<file path="config.mk">
export PLATFORM = sky130hd
export DESIGN_NAME = im_boot_ctrl
export DESIGN_NICKNAME = d
export VERILOG_FILES = /design/src/rtl/im_boot_ctrl.sv
export SDC_FILE = /design/constraint.sdc
export NUM_CORES = 1
export LEC_CHECK = 0
export BUFFER_PORTS_ARGS = -buffer_cell sky130_fd_sc_hd__buf_2
export CORE_UTILIZATION = 55
export CTS_CLUSTER_SIZE = 10
export DETAILED_ROUTE_END_ITERATION = 10
export PLACE_DENSITY = 0.89
export SETUP_SLACK_MARGIN = 0.1
export SYNTH_ARGS = -nofsm -noshare
export SYNTH_HDL_FRONTEND = slang
export SYNTH_SLANG_ARGS = --single-unit
export TNS_END_PERCENT = 30
</file>
<file path="constraint.sdc">
create_clock -name clk -period 2.9 [get_ports clk]
set_input_delay 0.29 -clock clk [delete_from_list [all_inputs] [get_ports clk]]
set_output_delay 0.29 -clock clk [all_outputs]
set_load 0.005 [all_outputs]
</file>
<file path="src/rtl/im_boot_ctrl.sv">
// Boot loader / access controller for the instruction memory: loads a length-prefixed
// image from the UART byte stream, then releases the CPU. Optional macro: BOOT_CHECKSUM_EN.
module im_boot_ctrl #(
    parameter int ADDR_W = 11,
    parameter int DATA_W = 16
) (
    input  logic              clk,
    input  logic              rst_n,
    input  logic              boot_en,
    input  logic              boot_req,
    input  logic              rx_rdy,
    input  logic [7:0]        rx_data,
    output logic              rx_clr,
    input  logic [ADDR_W-1:0] cpu_fetch_addr,
    input  logic              cpu_rd_en,
    output logic [ADDR_W-1:0] im_addr,
    output logic              im_rd_en,
    output logic              im_we,
    output logic [DATA_W-1:0] im_wdata,
    output logic              cpu_rst_n,
    output logic              busy,
    output logic              err
);

    localparam int LEN_W = 12;
    localparam int CNT_W = ADDR_W + 1;
    localparam int CMP_W = (CNT_W > LEN_W) ? CNT_W : LEN_W;
    localparam logic [CMP_W-1:0] MAX_WORDS = CMP_W'(2 ** ADDR_W);

    typedef enum logic [2:0] {
        S_IDLE   = 3'd0,
        S_LEN_HI = 3'd1,
        S_LEN_LO = 3'd2,
        S_DAT_HI = 3'd3,
        S_DAT_LO = 3'd4,
        S_RUN    = 3'd5,
        S_ERR    = 3'd6
`ifdef BOOT_CHECKSUM_EN
        , S_CHK  = 3'd7
`endif
    } state_t;

    state_t              r_state;
    state_t              w_state_next;
    logic [LEN_W-1:0]    r_len;
    logic [LEN_W-1:0]    w_len_next;
    logic [CNT_W-1:0]    r_wcnt;
    logic [CNT_W-1:0]    w_wcnt_next;
    logic [7:0]          r_hi;
    logic [7:0]          w_hi_next;
    logic [ADDR_W-1:0]   r_waddr;
    logic [ADDR_W-1:0]   w_waddr_next;
    logic [DATA_W-1:0]   r_wdata;
    logic [DATA_W-1:0]   w_wdata_next;
    logic                r_rx_clr;
    logic                w_rx_clr_next;
    logic                r_im_we;
    logic                w_im_we_next;
    logic                r_cpu_rst_n;
    logic                w_cpu_rst_n_next;
    logic                r_busy;
    logic                w_busy_next;
    logic                r_err;
    logic                w_err_next;
`ifdef BOOT_CHECKSUM_EN
    logic [7:0]          r_chk;
    logic [7:0]          w_chk_next;
`endif

    logic                w_rx_state;
    logic                w_accept;
    logic [LEN_W-1:0]    w_len_rx;
    logic [CNT_W-1:0]    w_wcnt_inc;
    logic                w_pass;
    state_t              w_done_state;

`ifdef BOOT_CHECKSUM_EN
    assign w_done_state = S_CHK;
`else
    assign w_done_state = S_RUN;
`endif

    always_comb begin
        w_rx_state = (r_state == S_LEN_HI) || (r_state == S_LEN_LO) ||
                     (r_state == S_DAT_HI) || (r_state == S_DAT_LO);
`ifdef BOOT_CHECKSUM_EN
        if (r_state == S_CHK) begin
            w_rx_state = 1'b1;
        end
`endif
    end

    // Holding off while rx_clr is still high keeps one byte from being taken twice.
    assign w_accept   = rx_rdy && !r_rx_clr && w_rx_state;
    assign w_len_rx   = {r_hi[3:0], rx_data};
    assign w_wcnt_inc = r_wcnt + 1'b1;

    always_comb begin
        w_state_next  = r_state;
        w_len_next    = r_len;
        w_wcnt_next   = r_wcnt;
        w_hi_next     = r_hi;
        w_waddr_next  = r_waddr;
        w_wdata_next  = r_wdata;
        w_rx_clr_next = w_accept;
        w_im_we_next  = 1'b0;
`ifdef BOOT_CHECKSUM_EN
        w_chk_next    = r_chk;
        if (w_accept && (r_state != S_CHK)) begin
            w_chk_next = r_chk ^ rx_data;
        end
`endif
        case (r_state)
            S_IDLE: begin
                w_state_next = boot_en ? S_LEN_HI : S_RUN;
            end
            S_LEN_HI: begin
                if (w_accept) begin
                    w_hi_next    = rx_data;
                    w_state_next = S_LEN_LO;
                end
            end
            S_LEN_LO: begin
                if (w_accept) begin
                    w_len_next = w_len_rx;
                    if (w_len_rx == '0) begin
                        w_state_next = w_done_state;
                    end else if (CMP_W'(w_len_rx) > MAX_WORDS) begin
                        w_state_next = S_ERR;
                    end else begin
                        w_wcnt_next  = '0;
                        w_state_next = S_DAT_HI;
                    end
                end
            end
            S_DAT_HI: begin
                if (w_accept) begin
                    w_hi_next    = rx_data;
                    w_state_next = S_DAT_LO;
                end
            end
            S_DAT_LO: begin
                if (w_accept) begin
                    w_im_we_next = 1'b1;
                    w_waddr_next = r_wcnt[ADDR_W-1:0];
                    w_wdata_next = DATA_W'({r_hi, rx_data});
                    w_wcnt_next  = w_wcnt_inc;
                    if (CMP_W'(w_wcnt_inc) == CMP_W'(r_len)) begin
                        w_state_next = w_done_state;
                    end else begin
                        w_state_next = S_DAT_HI;
                    end
                end
            end
`ifdef BOOT_CHECKSUM_EN
            S_CHK: begin
                if (w_accept) begin
                    w_state_next = (rx_data == r_chk) ? S_RUN : S_ERR;
                end
            end
`endif
            S_RUN, S_ERR: begin
                if (boot_req) begin
                    w_state_next = S_LEN_HI;
`ifdef BOOT_CHECKSUM_EN
                    w_chk_next   = '0;
`endif
                end
            end
            default: begin
                w_state_next = S_IDLE;
            end
        endcase

        w_busy_next = (w_state_next == S_LEN_HI) || (w_state_next == S_LEN_LO) ||
                      (w_state_next == S_DAT_HI) || (w_state_next == S_DAT_LO);
`ifdef BOOT_CHECKSUM_EN
        if (w_state_next == S_CHK) begin
            w_busy_next = 1'b1;
        end
`endif
        w_err_next       = (w_state_next == S_ERR);
        w_cpu_rst_n_next = (r_state == S_RUN);
    end

    always_ff @(posedge clk or negedge rst_n) begin
        if (!rst_n) begin
            r_state     <= S_IDLE;
            r_len       <= '0;
            r_wcnt      <= '0;
            r_hi        <= '0;
            r_waddr     <= '0;
            r_wdata     <= '0;
            r_rx_clr    <= 1'b0;
            r_im_we     <= 1'b0;
            r_cpu_rst_n <= 1'b0;
            r_busy      <= 1'b0;
            r_err       <= 1'b0;
`ifdef BOOT_CHECKSUM_EN
            r_chk       <= '0;
`endif
        end else begin
            r_state     <= w_state_next;
            r_len       <= w_len_next;
            r_wcnt      <= w_wcnt_next;
            r_hi        <= w_hi_next;
            r_waddr     <= w_waddr_next;
            r_wdata     <= w_wdata_next;
            r_rx_clr    <= w_rx_clr_next;
            r_im_we     <= w_im_we_next;
            r_cpu_rst_n <= w_cpu_rst_n_next;
            r_busy      <= w_busy_next;
            r_err       <= w_err_next;
`ifdef BOOT_CHECKSUM_EN
            r_chk       <= w_chk_next;
`endif
        end
    end

    // The final image word is written in the first RUN cycle, so the write address
    // keeps the port until that write completes; the CPU is still in reset then.
    assign w_pass    = (r_state == S_RUN) && !r_im_we;
    assign im_addr   = w_pass ? cpu_fetch_addr : r_waddr;
    assign im_rd_en  = w_pass && cpu_rd_en;
    assign im_we     = r_im_we;
    assign im_wdata  = r_wdata;
    assign rx_clr    = r_rx_clr;
    assign cpu_rst_n = r_cpu_rst_n;
    assign busy      = r_busy;
    assign err       = r_err;

endmodule
</file>
==> results of run 1 <==
## worst max-delay path: cells and delay by family (launching register included)
family	cells	cell delay [ns]
compound gates	1	0.28
xor+xnor	2	0.37
flops	1	0.54
fa+ha+maj	1	0.35
simple gates	3	0.76
## cells in the mapped netlist (5+ instances only)
library cell               instances  area [µm²]
sky130_fd_sc_hd__xor2_1            5        43.8
sky130_fd_sc_hd__nor2b_1           6        37.5
sky130_fd_sc_hd__nor3_1            6        30.0
sky130_fd_sc_hd__nand3_1           8        40.0
sky130_fd_sc_hd__nand2_1          89         334
sky130_fd_sc_hd__nor2_1           16        60.1
sky130_fd_sc_hd__o21ai_1           7        35.0
sky130_fd_sc_hd__o21ai_0          20         100
sky130_fd_sc_hd__and3_1            6        37.5
sky130_fd_sc_hd__dfrtp_1          67        1680
sky130_fd_sc_hd__mux2_2           26         293
sky130_fd_sc_hd__clkbuf_1          9        33.8
sky130_fd_sc_hd__buf_2             6        30.0
sky130_fd_sc_hd__o31ai_1           6        45.0
sky130_fd_sc_hd__xnor2_1          13         114
## stage by stage
step / cells / util / hold WS (ns)
after detailed placement: 451 / 0.646 / 0.362
after floorplan: 336 / - / -0.00559
final: 468 / 0.686 / 0.186
after global routing: 468 / 0.686 / 0.201
after global placement: 451 / 0.646 / 0.351
after CTS: 468 / 0.686 / 0.176
## routing by layer
layer | wire length (µm) | GRT usage | share of wire
met1 | 3320 | 0.353 | 0.43
met2 | 3670 | 0.434 | 0.47
met3 | 571 | 0.0606 | 0.073
met4 | 230 | 0.145 | 0.030
met5 | 0 | 0 | 0
## where the power goes
group | total, µW | switching, µW | leakage (µW) | internal [µW]
sequential | 1530 | 285 | 0.000866 | 1240
combinational | 1210 | 597 | 0.000969 | 610
clock | 860 | 352 | 0.000111 | 508
## layout make-up
type	instances	area [µm²]
fill	437	1780
sequential	67	1680
multi-input combinational	246	1550
timing repair buffer	62	338
clock buffer	12	145
tap	72	90.1
clock inverter	4	73.8
inverter	5	18.8
## what timing repair did
item                                   in CTS  in global routing
setup buffers                               0                  0
endpoints found under the hold margin      28                  0
hold buffers                                1                  0
## state kept, by name, indices dropped and copies added (netlist names)
register,flops
r_hi,8
r_len,12
r_wcnt,12
im_we,1
rx_clr,1
r_waddr,11
busy,1
r_state,3
err,1
im_wdata,16
cpu_rst_n,1
## kinds of logic (layout without fill, tap and decap cells)
| kind of cell | count (synthesis) | after routing |
|---|---|---|
| AOI/OAI and AO/OA | 50 | 50 |
| xor gates and xnor gates | 19 | 19 |
| adders and majority gates | 1 | 1 |
| buffers and inverters | 23 | 83 |
| DFF | 67 | 67 |
| muxes | 31 | 31 |
| and+or+nand+nor | 145 | 145 |
## worst max path at each step
stage | slack [ns] | end | start
CTS | 0.50 | busy | r_wcnt[0]
global placement | 0.49 | r_wcnt[6] | rx_data[1]
finish | 0.51 | busy | r_wcnt[0]
global route | 0.41 | r_wcnt[5] | r_hi[2]
floorplan | 0.95 | busy | r_wcnt[0]
detailed placement | 0.43 | r_wcnt[5] | rx_data[1]
==> flow_summary.json, run 1 <==
{
  "outcome": "completed",
  "setup_repair_after_global_routing_missed_its_margin": "false",
  "dp_slack_ns": 0.427,
  "timing.critical_path.to_type": "flop",
  "timing.critical_path.slowest_cell_delay_ns": 0.54,
  "drive_above_1_share": 0.288,
  "placedInstanceArea_um2": 3660,
  "antenna_violations_before_repair": 0,
  "slew_headroom": 0.284,
  "ys_ff_latch": 67,
  "layout_common_cells": "89 x sky130_fd_sc_hd__nand2_1, 67 x sky130_fd_sc_hd__dfrtp_1, 57 x sky130_fd_sc_hd__buf_2, 26 x sky130_fd_sc_hd__mux2_2, 20 x sky130_fd_sc_hd__o21ai_0",
  "layout.nets": 417,
  "areaGrowthSynthToFinish_pct": 16.9,
  "critical_path.reg2reg.startpoint": "r_wcnt[0]",
  "antenna_cells": 0,
  "hpwl_mm": 5.50,
  "clock.fmax_mhz": 419,
  "initial_core_util": 0.587,
  "worst_slew_pin_slew_ns": 1.07,
  "whs_path_depth": 3,
  "ioPinCount": 58,
  "timing.critical_path.required_ns": 3.17,
  "synth.cell_area_um2": 3330,
  "ant_nets": 0,
  "postSynthCellCount": 336,
  "pwr_density_cell_nw_per_um2": 923,
  "yosysUniqueCellTypes": 47,
  "gp_routability_congestion": 0.940,
  "die_height_um": 79.8,
  "min_path_type": "in2reg",
  "xor_xnor_share_of_the_synthesized_area": 0.0541,
  "final.min_clock_period_ns": 2.39,
  "final.setup.worst_slack_ns": 0.513,
  "crit_path_cell_trace": "ha_1 -> nand3_1 -> nor3_1 -> xnor2_1 -> nand4_2 -> o31ai_4 -> xnor2_1",
  "fin_setup_tns_ns": 0,
  "number_of_failing_hold_endpoints_at_the_final_stage": 0,
  "fp-row-count": 27,
  "crit_reg_reg_endpoint": "busy",
  "die_area_um2": 6370,
  "total_leakage_power_uw": 0.00195,
  "grt_first_pass_wirelength_mm": 12.8,
  "skew_ns": 0.00876,
  "setup-violations-final": 0,
  "drc_errors": 0,
  "cts-root-to-sink-buffers": 2,
  "via_count_of_the_first_global_routing_pass": 2615,
  "clock_tree.root_cell": "sky130_fd_sc_hd__clkbuf_8",
  "finalInstanceArea_um2": 3890,
  "timing.critical_path.arrival_ns": 2.65,
  "crit_path_start_kind": "flop",
  "cts_tree": "yes",
  "vdd.ir_drop.worst_v": 0.000502,
  "synth_compound_area_frac": 0.103,
  "fp.dieW_um": 79.8,
  "pin_count_of_the_biggest_net_entering_global_routing": 44,
  "detailed_routing_iteration_count_for_the_pre_antenna_repair_pass": 5,
  "clock_insertion_delay_worst_skew_ns": 0.35,
  "drt_iter0_drc": 170,
  "core_um2": 5680,
  "p_total_uw": 3590,
  "async_s_r_ff_share_synth": 1.00,
  "ys_seq_area_frac": 0.504,
  "r2r_setup_slack_ns": 0.51,
  "slew_viol_final": 0,
  "syn_nets": 362,
  "synth_top_family_by_area": "simple AND/OR/NAND/NOR gates",
  "worstRegToRegCells": 7,
  "synth-main-ff-cell": "sky130_fd_sc_hd__dfrtp_1",
  "ys.warnings.count": 0,
  "clkTransAtPathRegs_ns": 0.07,
  "synth_adder_area_share": 0.00376,
  "postSynthAreaPerCell_um2": 9.91,
  "post_synth_mux_area_share": 0.104,
  "place.port_buffers": 57,
  "worst_hold_start": "rx_data[2]",
  "synth_simple_gate_area_frac": 0.199,
  "cts_sinks": 67,
  "final_min_period_over_clock_period": 0.823,
  "detailroute.via_count": 2728,
  "worst_hold_path.endpoint": "im_wdata[2]",
  "max_cap_viol_count": 0,
  "h-tree-depth": 3,
  "cts-resized-gates": 0,
  "drt_wl_total_mm": 7.79,
  "crit_fanout": 8,
  "critPathSlowestCell": "sky130_fd_sc_hd__dfrtp_1",
  "wl_per_cell_um": 16.6,
  "gr-total-overflow": 0,
  "most_common_cell_after_layout_fill_and_taps_aside": "sky130_fd_sc_hd__nand2_1",
  "grt_overall_usage": 0.275,
  "cts_made_buffers": 9,
  "post_synth_edffs": 0,
  "critPathMostFrequentCell": "sky130_fd_sc_hd__xnor2_1",
  "number_of_vias_per_cell": 5.83,
  "worstSetupPathType": "reg2reg"
}
(Power assumes the default switching activity.)
==> run 2, diff against run 1 <==
==> constraint.sdc (replaced) <==
create_clock -name clk -period 2.48 [get_ports clk]
set_input_delay 0.248 -clock clk [delete_from_list [all_inputs] [get_ports clk]]
set_output_delay 0.248 -clock clk [all_outputs]
set_load 0.005 [all_outputs]
==> flow_summary.json, run 2 (synthesis gave the netlist of run 1 again) <==
{
  "global_route.usage.met2": 0.387,
  "antenna_cells": 0,
  "ioPinCount": 58,
  "max_ffs_per_register": 16,
  "min_path_type": "in2async",
  "final.min_clock_period_ns": 2.26,
  "drc_errors": 0,
  "setup_repair_after_global_routing_missed_its_margin": "true",
  "cts-root-to-sink-buffers": 2,
  "ant_nets": 0,
  "core_um2": 5680,
  "critPathSlowestCell": "sky130_fd_sc_hd__dfrtp_1",
  "detailroute.via_count": 2610,
  "setup-violations-final": 0,
  "slew_viol_final": 0,
  "drt_wl_total_mm": 6.97,
  "slew_headroom": 0.453,
  "layout.nets": 417,
  "cts_made_buffers": 9,
  "crit_path_start_kind": "flop",
  "grt_use_met3": 0.0389,
  "via_count_of_the_first_global_routing_pass": 2475,
  "timing.critical_path.required_ns": 2.70,
  "fin_setup_tns_ns": 0,
  "number_of_failing_hold_endpoints_at_the_final_stage": 0,
  "path_buf_inv": 0,
  "h-tree-depth": 3,
  "grt_first_pass_wirelength_mm": 11.6,
  "worst_slew_pin_slew_ns": 0.821,
  "skew_ns": 0.0117,
  "critical_path.startpoint": "r_wcnt[0]",
  "gp_routability_congestion": 0.885,
  "fp-row-count": 27,
  "pwr_density_cell_nw_per_um2": 1030,
  "busiest_layer": "met2",
  "cts_sinks": 67,
  "gr-total-overflow": 0,
  "critPathMostFrequentCell": "sky130_fd_sc_hd__xnor2_1",
  "drive_above_1_share": 0.298,
  "p_total_uw": 3970,
  "max_cap_viol_count": 0,
  "pin_count_of_the_biggest_net_entering_global_routing": 68,
  "die_area_um2": 6370,
  "fin_hold_ws_ns": 0.0909,
  "initial_core_util": 0.587,
  "total_leakage_power_uw": 0.00193,
  "drt_iter0_drc": 144,
  "outcome": "completed",
  "layout_common_cells": "89 x sky130_fd_sc_hd__nand2_1, 67 x sky130_fd_sc_hd__dfrtp_1, 57 x sky130_fd_sc_hd__buf_2, 26 x sky130_fd_sc_hd__mux2_2, 20 x sky130_fd_sc_hd__o21ai_0",
  "grt_util_met1": 0.322,
  "hpwl_mm": 4.87,
  "cts_tree": "yes",
  "final_min_period_over_clock_period": 0.913,
  "detailed_routing_iteration_count_for_the_pre_antenna_repair_pass": 4,
  "clock_tree.root_cell": "sky130_fd_sc_hd__clkbuf_8",
  "grt_overall_usage": 0.242,
  "most_common_cell_after_layout_fill_and_taps_aside": "sky130_fd_sc_hd__nand2_1",
  "worstSetupPathType": "reg2reg",
  "timing.critical_path.arrival_ns": 2.49,
  "critical_path.reg2reg.startpoint": "r_wcnt[0]",
  "fp.dieW_um": 79.8,
  "number_of_vias_per_cell": 5.58,
  "crit_path_cell_trace": "ha_1 -> nand3_1 -> nor3_1 -> xnor2_1 -> nand4_2 -> o31ai_4 -> xnor2_1",
  "timing.critical_path.slowest_cell_delay_ns": 0.52,
  "crit_fanout": 8,
  "die_height_um": 79.8,
  "timing.critical_path.to_type": "flop",
  "areaGrowthSynthToFinish_pct": 15.4,
  "cell_family_with_most_cp_delay": "simple AND/OR/NAND/NOR gates",
  "clock.fmax_mhz": 442,
  "vdd.ir_drop.worst_v": 0.000720,
  "wl_per_cell_um": 14.9,
  "clock_insertion_delay_worst_skew_ns": 0.34,
  "fillCellCount": 445,
  "clkTransAtPathRegs_ns": 0.07,
  "antenna_violations_before_repair": 0,
  "place.port_buffers": 57
}
-- run 2: layout make-up --
cell class                      instances  area, µm²  share of cell area
Timing Repair Buffer                   62        323              0.0840
Tap cell                               72       90.1              0.0234
Inverter                                5       18.8             0.00488
Clock buffer                           11        151              0.0394
Clock inverter                          5       27.5             0.00716
Multi-Input combinational cell        246       1560               0.405
Sequential cell                        67       1680               0.436
-- run 2: timing repair --
action / in CTS / in global routing
endpoints found under the setup margin: 0 / 13
setup buffers: 0 / 0
hold buffers: 0 / 0
resized for setup: 0 / 1
-- run 2: metal layers --
metal  share of wire  routed length, µm
met5               0                  0
met4           0.022                155
met3           0.062                435
met2            0.45               3150
met1            0.46               3230
-- run 2: path summary, 6_finish.rpt --
| check | slack (ns) | end | depth (start not counted) |
|---|---|---|---|
| setup reg to reg | 0.22 | busy | 7 |
| max in group asynchronous | 1.86 | r_len[0] | 2 |
| hold / removal | 0.09 | r_waddr[8] | 2 |
| setup / recovery | 0.22 | busy | 7 |
| hold reg to reg | 0.47 | im_wdata[15] | 2 |
| min in group clk | 0.15 | im_wdata[1] | 3 |
-- run 2: through the flow --
| step | setup WS (ns) | cells | area, µm² | utilization |
|---|---|---|---|---|
| 2_1_floorplan | 0.530 | 336 | 3330 | - |
| 3_3_place_gp | 0.231 | 452 | 3660 | 0.645 |
| 3_5_place_dp | 0.0906 | 452 | 3660 | 0.645 |
| 4_1_cts | 0.182 | 468 | 3840 | 0.676 |
| 5_1_grt | 0.0435 | 468 | 3840 | 0.677 |
| 6_report | 0.215 | 468 | 3840 | 0.677 |
-- run 2: power breakdown --
part	total, µW	switching, µW	internal, µW
clock network	813	403	410
logic	1400	686	712
registers	1760	303	1450
